**src/rtl/timer_bus_pkg.sv**
```systemverilog
// Shared register map, STAT bit layout and per-timer flag record for timer_bus_ctrl.
package timer_bus_pkg;

  typedef enum logic [2:0] {
    OFS_CNT_L = 3'd0,
    OFS_CNT_H = 3'd1,
    OFS_RLD_L = 3'd2,
    OFS_RLD_H = 3'd3,
    OFS_CMP_L = 3'd4,
    OFS_CMP_H = 3'd5,
    OFS_CFG   = 3'd6,
    OFS_STAT  = 3'd7
  } reg_ofs_e;

  localparam int unsigned STAT_OVF    = 0;
  localparam int unsigned STAT_CMP    = 1;
  localparam int unsigned STAT_OVF_EN = 4;
  localparam int unsigned STAT_CMP_EN = 5;

  typedef struct packed {
    logic cmp_en;
    logic ovf_en;
    logic cmp;
    logic ovf;
  } tmr_flags_t;

  // Pack a flag record into the STAT read layout; unused bits read 0.
  function automatic logic [7:0] stat_byte(input tmr_flags_t f);
    logic [7:0] b;
    b              = '0;
    b[STAT_OVF]    = f.ovf;
    b[STAT_CMP]    = f.cmp;
    b[STAT_OVF_EN] = f.ovf_en;
    b[STAT_CMP_EN] = f.cmp_en;
    return b;
  endfunction

endpackage

```
**src/rtl/timer_bus_ctrl_flags.sv**
```systemverilog
// Per-timer sticky OVF/CMP flags with enables; event set beats W1C clear.
module timer_irq_flags
  import timer_bus_pkg::*;
(
  input  logic       clk,
  input  logic       reset,
  input  logic       i_set_ovf,
  input  logic       i_set_cmp,
  input  logic       i_stat_we,
  input  logic [7:0] i_wdata,
  output tmr_flags_t o_flags,
  output logic       o_irq_req
);

  tmr_flags_t r_flags;
  logic       w_clr_ovf;
  logic       w_clr_cmp;

  assign w_clr_ovf = i_stat_we && i_wdata[STAT_OVF];
  assign w_clr_cmp = i_stat_we && i_wdata[STAT_CMP];

  // Flags: set pulse wins over a same-cycle clear; enables load on STAT write.
  always_ff @(posedge clk) begin
    if (reset) begin
      r_flags <= '0;
    end else begin
      r_flags.ovf <= i_set_ovf || (r_flags.ovf && !w_clr_ovf);
      r_flags.cmp <= i_set_cmp || (r_flags.cmp && !w_clr_cmp);
      if (i_stat_we) begin
        r_flags.ovf_en <= i_wdata[STAT_OVF_EN];
        r_flags.cmp_en <= i_wdata[STAT_CMP_EN];
      end
    end
  end

  assign o_flags   = r_flags;
  assign o_irq_req = (r_flags.ovf && r_flags.ovf_en) || (r_flags.cmp && r_flags.cmp_en);

endmodule

```
**src/rtl/timer_bus_ctrl.sv**
```systemverilog
// Byte-wide CPU bus front end for NUM_TIMERS 16-bit timers: address decode,
// shared high-byte temp for atomic 16-bit access, read mux and merged irq.
module timer_bus_ctrl
  import timer_bus_pkg::*;
#(
  parameter int NUM_TIMERS = 2,
  parameter int AW = ((3 + $clog2(NUM_TIMERS)) < 4) ? 4 : (3 + $clog2(NUM_TIMERS))
) (
  input  logic                    clk,
  input  logic                    reset,
  input  logic                    sel,
  input  logic                    rd,
  input  logic                    wr,
  input  logic [AW-1:0]           addr,
  input  logic [7:0]              wdata,
  output logic [7:0]              rdata,
  output logic                    irq,
  input  logic [16*NUM_TIMERS-1:0] t_counter_out,
  input  logic [16*NUM_TIMERS-1:0] t_reload_out,
  input  logic [16*NUM_TIMERS-1:0] t_compare_out,
  input  logic [8*NUM_TIMERS-1:0]  t_config_out,
  input  logic [NUM_TIMERS-1:0]    t_overflow_int,
  input  logic [NUM_TIMERS-1:0]    t_compare_int,
  output logic [16*NUM_TIMERS-1:0] t_counter_in,
  output logic [16*NUM_TIMERS-1:0] t_reload_in,
  output logic [16*NUM_TIMERS-1:0] t_compare_in,
  output logic [8*NUM_TIMERS-1:0]  t_config_in,
  output logic [2*NUM_TIMERS-1:0]  t_counter_write,
  output logic [2*NUM_TIMERS-1:0]  t_reload_write,
  output logic [2*NUM_TIMERS-1:0]  t_compare_write,
  output logic [NUM_TIMERS-1:0]    t_config_write
);

  localparam int unsigned NT = NUM_TIMERS;
  localparam int unsigned IW = AW - 3;

  logic [IW-1:0] w_idx;
  logic [31:0]   w_idx32;
  reg_ofs_e      w_ofs;
  logic          w_hit;
  logic          w_wr;
  logic          w_rd;
  logic          w_wr_hi;

  assign w_idx   = addr[AW-1:3];
  assign w_idx32 = 32'(w_idx);
  assign w_ofs   = reg_ofs_e'(addr[2:0]);
  assign w_hit   = sel && (w_idx32 < 32'(NUM_TIMERS));
  assign w_wr    = w_hit && wr;
  // A write in the same cycle suppresses the read; rdata then loads 0.
  assign w_rd    = w_hit && rd && !wr;
  assign w_wr_hi = w_wr && ((w_ofs == OFS_CNT_H) || (w_ofs == OFS_RLD_H) || (w_ofs == OFS_CMP_H));

  logic [7:0]              r_rdata;
  logic [7:0]              r_temp;
  logic                    r_irq;
  logic [16*NUM_TIMERS-1:0] r_cnt_in, r_rld_in, r_cmp_in;
  logic [8*NUM_TIMERS-1:0]  r_cfg_in;
  logic [2*NUM_TIMERS-1:0]  r_cnt_we, r_rld_we, r_cmp_we;
  logic [NUM_TIMERS-1:0]    r_cfg_we;

  tmr_flags_t            w_flags [NUM_TIMERS];
  logic [NUM_TIMERS-1:0] w_irq_req;
  logic [NUM_TIMERS-1:0] w_stat_we;

  for (genvar g = 0; g < NUM_TIMERS; g++) begin : g_flags
    assign w_stat_we[g] = w_wr && (w_ofs == OFS_STAT) && (w_idx32 == 32'(g));
    timer_irq_flags u_flags (
      .clk       (clk),
      .reset     (reset),
      .i_set_ovf (t_overflow_int[g]),
      .i_set_cmp (t_compare_int[g]),
      .i_stat_we (w_stat_we[g]),
      .i_wdata   (wdata),
      .o_flags   (w_flags[g]),
      .o_irq_req (w_irq_req[g])
    );
  end

  logic [15:0] w_cnt, w_rld, w_cmp;
  logic [7:0]  w_cfg, w_stat, w_rdval;

  // Select the addressed timer's live values; out-of-range index yields zeros.
  always_comb begin
    w_cnt  = '0;
    w_rld  = '0;
    w_cmp  = '0;
    w_cfg  = '0;
    w_stat = '0;
    for (int unsigned i = 0; i < NT; i++) begin
      if (w_idx32 == i) begin
        w_cnt  = t_counter_out[16*i +: 16];
        w_rld  = t_reload_out[16*i +: 16];
        w_cmp  = t_compare_out[16*i +: 16];
        w_cfg  = t_config_out[8*i +: 8];
        w_stat = stat_byte(w_flags[i]);
      end
    end
  end

  // Read data mux; CNT_H is served from temp so the 16-bit counter read is atomic.
  always_comb begin
    w_rdval = '0;
    if (w_rd) begin
      case (w_ofs)
        OFS_CNT_L: w_rdval = w_cnt[7:0];
        OFS_CNT_H: w_rdval = r_temp;
        OFS_RLD_L: w_rdval = w_rld[7:0];
        OFS_RLD_H: w_rdval = w_rld[15:8];
        OFS_CMP_L: w_rdval = w_cmp[7:0];
        OFS_CMP_H: w_rdval = w_cmp[15:8];
        OFS_CFG:   w_rdval = w_cfg;
        OFS_STAT:  w_rdval = w_stat;
        default:   w_rdval = '0;
      endcase
    end
  end

  // Registered read data, temp, timer write strobes/data and merged irq.
  always_ff @(posedge clk) begin
    if (reset) begin
      r_rdata  <= '0;
      r_temp   <= '0;
      r_irq    <= 1'b0;
      r_cnt_in <= '0;
      r_rld_in <= '0;
      r_cmp_in <= '0;
      r_cfg_in <= '0;
      r_cnt_we <= '0;
      r_rld_we <= '0;
      r_cmp_we <= '0;
      r_cfg_we <= '0;
    end else begin
      r_cnt_we <= '0;
      r_rld_we <= '0;
      r_cmp_we <= '0;
      r_cfg_we <= '0;
      r_irq    <= |w_irq_req;

      if (sel && rd) begin
        r_rdata <= w_rdval;
      end

      if (w_wr_hi) begin
        r_temp <= wdata;
      end else if (w_rd && (w_ofs == OFS_CNT_L)) begin
        r_temp <= w_cnt[15:8];
      end

      for (int unsigned i = 0; i < NT; i++) begin
        if (w_wr && (w_idx32 == i)) begin
          case (w_ofs)
            OFS_CNT_L: begin
              r_cnt_we[2*i +: 2]  <= 2'b11;
              r_cnt_in[16*i +: 16] <= {r_temp, wdata};
            end
            OFS_RLD_L: begin
              r_rld_we[2*i +: 2]  <= 2'b11;
              r_rld_in[16*i +: 16] <= {r_temp, wdata};
            end
            OFS_CMP_L: begin
              r_cmp_we[2*i +: 2]  <= 2'b11;
              r_cmp_in[16*i +: 16] <= {r_temp, wdata};
            end
            OFS_CFG: begin
              r_cfg_we[i]        <= 1'b1;
              r_cfg_in[8*i +: 8] <= wdata;
            end
            default: ;
          endcase
        end
      end
    end
  end

  assign rdata           = r_rdata;
  assign irq             = r_irq;
  assign t_counter_in    = r_cnt_in;
  assign t_reload_in     = r_rld_in;
  assign t_compare_in    = r_cmp_in;
  assign t_config_in     = r_cfg_in;
  assign t_counter_write = r_cnt_we;
  assign t_reload_write  = r_rld_we;
  assign t_compare_write = r_cmp_we;
  assign t_config_write  = r_cfg_we;

endmodule

```
**config.mk**
```make
export PLATFORM = sky130hd
export DESIGN_NAME = timer_bus_ctrl
export DESIGN_NICKNAME = d
export VERILOG_FILES = /design/src/rtl/timer_bus_pkg.sv /design/src/rtl/timer_bus_ctrl_flags.sv /design/src/rtl/timer_bus_ctrl.sv
export SDC_FILE = /design/constraint.sdc
export NUM_CORES = 1
export LEC_CHECK = 0
export CAP_MARGIN = 20
export CORE_ASPECT_RATIO = 0.7
export CORE_MARGIN = 4
export CORE_UTILIZATION = 30
export CTS_CLUSTER_DIAMETER = 150
export DETAILED_ROUTE_END_ITERATION = 8
export DONT_BUFFER_PORTS = 1
export MAX_ROUTING_LAYER = met4
export PLACE_DENSITY_LB_ADDON = 0.25
export SETUP_SLACK_MARGIN = 0.5
export SYNTH_ARGS = -nofsm -noshare
export SYNTH_HDL_FRONTEND = slang
export SYNTH_SLANG_ARGS = --single-unit
```
**constraint.sdc**
```tcl
create_clock -name clk -period 1.4 [get_ports clk]
set_input_delay 0.14 -clock clk [delete_from_list [all_inputs] [get_ports clk]]
set_output_delay 0.14 -clock clk [all_outputs]
set_load 0.01 [all_outputs]
```
Yosys cells after proc, flatten, opt, wreduce, memory -nomap -nowiden
Index checks and enable logic that the tools add are counted.
{"block": "totals", "out_inout_bits": 135, "in_bits": 133, "register_bits": 151, "elab_cells": 106}
{"block": "classes", "n_eq_ne": 7, "muxes": 18, "order_cmp": 1, "n_reduce_logical": 51, "bitwise": 2}
{"op": "$mux 16", "count": 6}
{"op": "$pmux 8 s8", "count": 1}
{"op": "$mux 8", "count": 6}
{"op": "$logic_not 32->1", "count": 1}
{"op": "$logic_and 1x1->1", "count": 24}
{"op": "$reduce_and 2->1", "count": 8}
{"op": "$eq 3x3->1 const B", "count": 4}
{"op": "$logic_or 1x1->1", "count": 8}
{"op": "$eq 3x2->1 const B", "count": 2}
{"op": "$mux 2", "count": 3}
{"op": "$mux 6", "count": 1}
{"op": "$reduce_or 2->1", "count": 3}
{"op": "$logic_not 1->1", "count": 5}
{"op": "$eq 3x1->1 const B", "count": 1}
{"op": "$logic_not 3->1", "count": 1}
{"op": "$lt 1x2->1 const B", "count": 1}
{"op": "$not 1->1", "count": 2}
{"op": "$reduce_bool 2->1", "count": 1}
{"op": "$mux 1", "count": 1}

Depth between registers and ports, before layout
{"block": "logic_depth", "ltp_word": 9, "depth_mapped": 7, "mapped_depth_nobuf": 4}

Hierarchy
From an unflattened synthesis, not the netlist that was laid out.
{"block": "hier_totals", "cells_unflattened": 773, "area_unflattened_um2": 6287.3}
{"module": "timer_bus_ctrl", "n_inst": 1, "seq_area_each_um2": 2742.6, "cells_per_inst": 743, "area_each_um2": 5989.5}
{"module": "timer_irq_flags", "n_inst": 2, "seq_area_each_um2": 80.1, "cells_per_inst": 15, "area_each_um2": 148.9}

Least setup slack after synthesis
Ideal clock, no wire load.
{"block": "synth_path", "path_type": "input to register", "startpoint": "input port addr[0]", "endpoint": "register r_rld_in[10], in the netlist t_reload_in[10]", "stages": 7, "t_required_ps": 1268, "setup_time_ps": 132, "n_path_buf": 3, "slack_ps": 7, "t_arrival_ps": 1260, "cell_sequence": "or3b_1 > buf_6 > or2_1 > buf_2 > buf_6 > nand2_1 > a21oi_1"}
{"block": "synth_via", "elab_chain_cells": 2}
{"item": "start: declaration", "line_no": "timer_bus_ctrl.sv:14", "source": "input logic [AW-1:0] addr,"}
{"item": "$eq 3x2->1", "line_no": "timer_bus_ctrl.sv:152", "source": "case (w_ofs)"}
{"item": "$reduce_and 2->1 (no line)"}
{"item": "end signal: indexed assignment", "line_no": "timer_bus_ctrl.sv:159", "source": "r_rld_in[16*i +: 16] <= {r_temp, wdata};"}
{"item": "end: declaration", "line_no": "timer_bus_ctrl.sv:57", "source": "logic [16*NUM_TIMERS-1:0] r_cnt_in, r_rld_in, r_cmp_in;"}
No other way between the ends.
A chain may end at the register's enable or synchronous reset.

Final worst setup path
{"block": "layout_path", "startpoint": "register r_temp[5]", "endpoint": "register r_rdata[5], in the netlist rdata[5]"}
{"block": "layout_via", "elab_chain_cells": 2}
{"item": "start: declaration", "line_no": "timer_bus_ctrl.sv:55", "source": "logic [7:0] r_temp;"}
{"item": "start signal: assignment", "line_no": "timer_bus_ctrl.sv:145", "source": "r_temp <= wdata;"}
{"item": "start signal: assignment", "line_no": "timer_bus_ctrl.sv:147", "source": "r_temp <= w_cnt[15:8];"}
{"item": "$pmux 8 s8", "line_no": "timer_bus_ctrl.sv:105", "source": "case (w_ofs)"}
{"item": "$mux 8", "line_no": "timer_bus_ctrl.sv:104", "source": "if (w_rd) begin"}
{"item": "end signal: assignment", "line_no": "timer_bus_ctrl.sv:141", "source": "r_rdata <= w_rdval;"}
{"item": "end: declaration", "line_no": "timer_bus_ctrl.sv:54", "source": "logic [7:0] r_rdata;"}
No other way between the ends.

==> flow_summary.yaml <==
detailed_routing:
  drtIter0Drc: 408
  first_pass_iters: 5
  vias: 5371
  wire_per_inst_um: 22.7
  route.detailed.drc: 0
  wirelength_mm: 23.6
  vias_per_cell: 5.15
  drtAntennaViolNets: 0
finish:
  final_cell_mix: "nand2_1, a21oi_1, dfxtp_2, dfxtp_4, mux2i_1"
  n_antenna_cell: 0
  finalCoreUtilization: 0.386
  num-nets-final: 896
  fin_area_um2: 7790
  drive_gt1_frac: 0.337
  stdcell_count: 1042
  fillers: 2069
  layout.cells.most_common: "nand2_1"
  syn2layout_area_growth_pct: 24.0
worst_setup_path:
  regToRegEndpoint: "rdata[5]$_SDFFE_PP0N_"
  crit_path_max_incr_delay_ns: 0.32
  path_max_fanout: 2
  critPathLaunchType: "register"
  critPathArrivalTime_ns: 1.33
  slowest_stage: "dfxtp_1"
  critical_path_class: "reg -> reg"
  critPathRequiredTime_ns: 1.71
  reg2reg_slack_ns: 0.38
  cp_cell_sequence: "nor2b_1, o22ai_1, nor4_1, o21ai_1"
  endpoint_kind: "register"
  ff2ff_path_depth: 4
  reg2reg_from: "r_temp[5]$_SDFFE_PP0P_"
timing:
  holdWs_ns: -0.170
  finalCritPeriodShare: 0.730
  finalCriticalPeriod_ns: 1.02
  maxSlewViolCount: 0
  finalHoldViolations: 132
  setup_viol: 0
  fin_setup_tns_ns: 0
  clock_skew_ns: 0.0121
  slew_headroom: 0.742
  fmax_mhz: 979
  worst_slew_pin_slew_ns: 0.387
  grt_setup_unrepaired: "true"
floorplan:
  die-height_um: 129
  die_w_um: 181
  core_um2: 20200
  die_area_um2: 23400
  num_io_pins: 268
  initial_utilization: 0.312
  rows: 43
outcome:
  status: "finished with violations"
  violations: "negative hold slack"
place:
  gp_congestion: 0.841
  placed_area_um2: 6710
  place_inst: 998
  hpwl_mm: 15.9
  port_buffers: 0
min_path:
  hold_end: "g_flags[1].u_flags.o_flags[3]$_SDFFE_PP0N_"
  hold_depth: 1
  hold_path_startpoint: "reset"
  worstHoldPathType: "in -> reg"
pwr:
  irDropWorstVdd_uv: 765
  p_per_area_nw_per_um2: 1110
  finalPower_mw: 8.61
  p_leak_nw: 2.62
global_route:
  grt_antenna_before_repair: 0
  grt_overflow: 0
  grt_pass1_wl_mm: 33.3
  track_usage: 0.196
  grt_pass1_vias: 5162
  grt_max_degree: 140
logic_synthesis:
  synth_flop_cell: "dfxtp_1"
  synth_edf_count: 0
  synth_fp_nets: 903
  synth.avg_cell_area_um2: 8.16
  seq_area_frac_synth: 0.462
  yosysWarnings: 0
  synthCells: 770
  synth_area_um2: 6290
  async_flop_share: 0
  synth_cell_types: 41
  synth_seq_cells: 145
clock_network:
  clockBufferDepth: 2
  cts_buffers: 17
  cts_root_buf: "clkbuf_16"
  clk_latency_ns: 0.42
  tritoncts: "done"
  cts_sinks: 145
  htree_levels: 4
  path_clk_slew_ns: 0.06
job:
  cap_violations: 0
## kinds of logic after synthesis
group,count (synthesis),share of synthesized area
compound gates,188,0.161
buf+inv,71,0.0591
flops,145,0.462
mux,66,0.112
simple gates,300,0.206
## layer usage
layer  part of all wire  wire [um]  track usage
met5                  0          0            -
met4             0.0052        124       0.0406
met3              0.092       2180       0.0769
met2               0.44      10300        0.282
met1               0.46      11000        0.263
## sequential cells by signal, indices dropped and copies added, names as in the netlist
signal	count
t_config_in	16
g_flags.u_flags.o_flags	8
t_reload_write	2
t_counter_write	2
t_compare_in	32
t_config_write	2
irq	1
t_counter_in	32
t_reload_in	32
t_compare_write	2
r_temp	8
rdata	8
## power breakdown
group / internal, mW / switching, mW / total (mW) / leakage, nW
combinational: 0.279 / 0.260 / 0.539 / 1.12
sequential: 4.06 / 0.0459 / 4.10 / 1.26
clock: 2.26 / 1.72 / 3.97 / 0.244
## metrics by stage
stage	setup slack (ns)	hold slack, ns
after floorplan	0.0340	0.257
after global placement	0.0616	0.257
after detailed placement	0.0506	0.247
after CTS	0.371	-0.213
after global routing	0.295	-0.210
final	0.378	-0.170
## synthesized netlist by cell type (2+ instances only)
cell,count,area share
nand2_1,222,0.13
dfxtp_1,145,0.46
a21oi_1,125,0.10
mux2i_1,48,0.076
clkbuf_1,35,0.021
o21ai_0,28,0.022
nor2_1,27,0.016
buf_4,17,0.020
mux2_2,16,0.029
o22ai_1,16,0.016
buf_2,15,0.012
a22oi_1,10,0.012
nand3_1,8,0.0064
nor3_1,7,0.0056
nor2_4,5,0.0090
nand3b_1,4,0.0048
nor2b_1,4,0.0040
buf_6,3,0.0054
nor4_1,3,0.0030
a211oi_1,2,0.0024
a31oi_1,2,0.0020
and2_1,2,0.0020
and3_1,2,0.0020
mux4_2,2,0.0072
nand2b_1,2,0.0020
nor2_2,2,0.0020
nor3b_1,2,0.0024
or2_2,2,0.0020
or3_1,2,0.0020
## critical path, delay by kind of cell, from the launching register on
family / cells / cell delay, ns
and+or+nand+nor: 2 / 0.34
AOI/OAI and AO/OA: 2 / 0.25
DFF: 1 / 0.32
## area by class of cell
cell class / count / area [um2] / share of cell area
Inverter: 1 / 3.75 / 0.000482
Timing Repair Buffer: 44 / 483 / 0.0620
Sequential cell: 145 / 3230 / 0.415
Tap cell: 270 / 338 / 0.0434
Multi-Input combinational cell: 554 / 3240 / 0.416
Clock inverter: 7 / 41.3 / 0.00530
Clock buffer: 21 / 450 / 0.0578
## how the worst max path moves through the flow
| stage | cells past startpoint | end | slack, ns | startpoint |
|---|---|---|---|---|
| finish | 4 | rdata[5]$_SDFFE_PP0N_ | 0.38 | r_temp[5]$_SDFFE_PP0P_ |
| global route | 4 | rdata[5]$_SDFFE_PP0N_ | 0.30 | g_flags[1].u_flags.o_flags[3]$_SDFFE_PP0N_ |
| CTS | 4 | rdata[5]$_SDFFE_PP0N_ | 0.37 | g_flags[1].u_flags.o_flags[3]$_SDFFE_PP0N_ |
| detailed placement | 4 | t_reload_in[21]$_SDFFE_PP0P_ | 0.05 | addr[0] |
| global placement | 4 | t_reload_in[21]$_SDFFE_PP0P_ | 0.06 | addr[0] |
| floorplan | 7 | t_reload_in[10]$_SDFFE_PP0P_ | 0.03 | addr[0] |
## timing repair
action | 4_1_cts | 5_1_grt
hold buffers | 4 | 1
gates cloned | 0 | 1
resized for setup | 180 | 48
hold endpoints to repair | 142 | 136
pin swaps | 8 | 13
buffers inserted | 1 | 9
endpoints found under the setup margin | 146 | 169
Note: power is estimated with default switching activity, not from simulation.
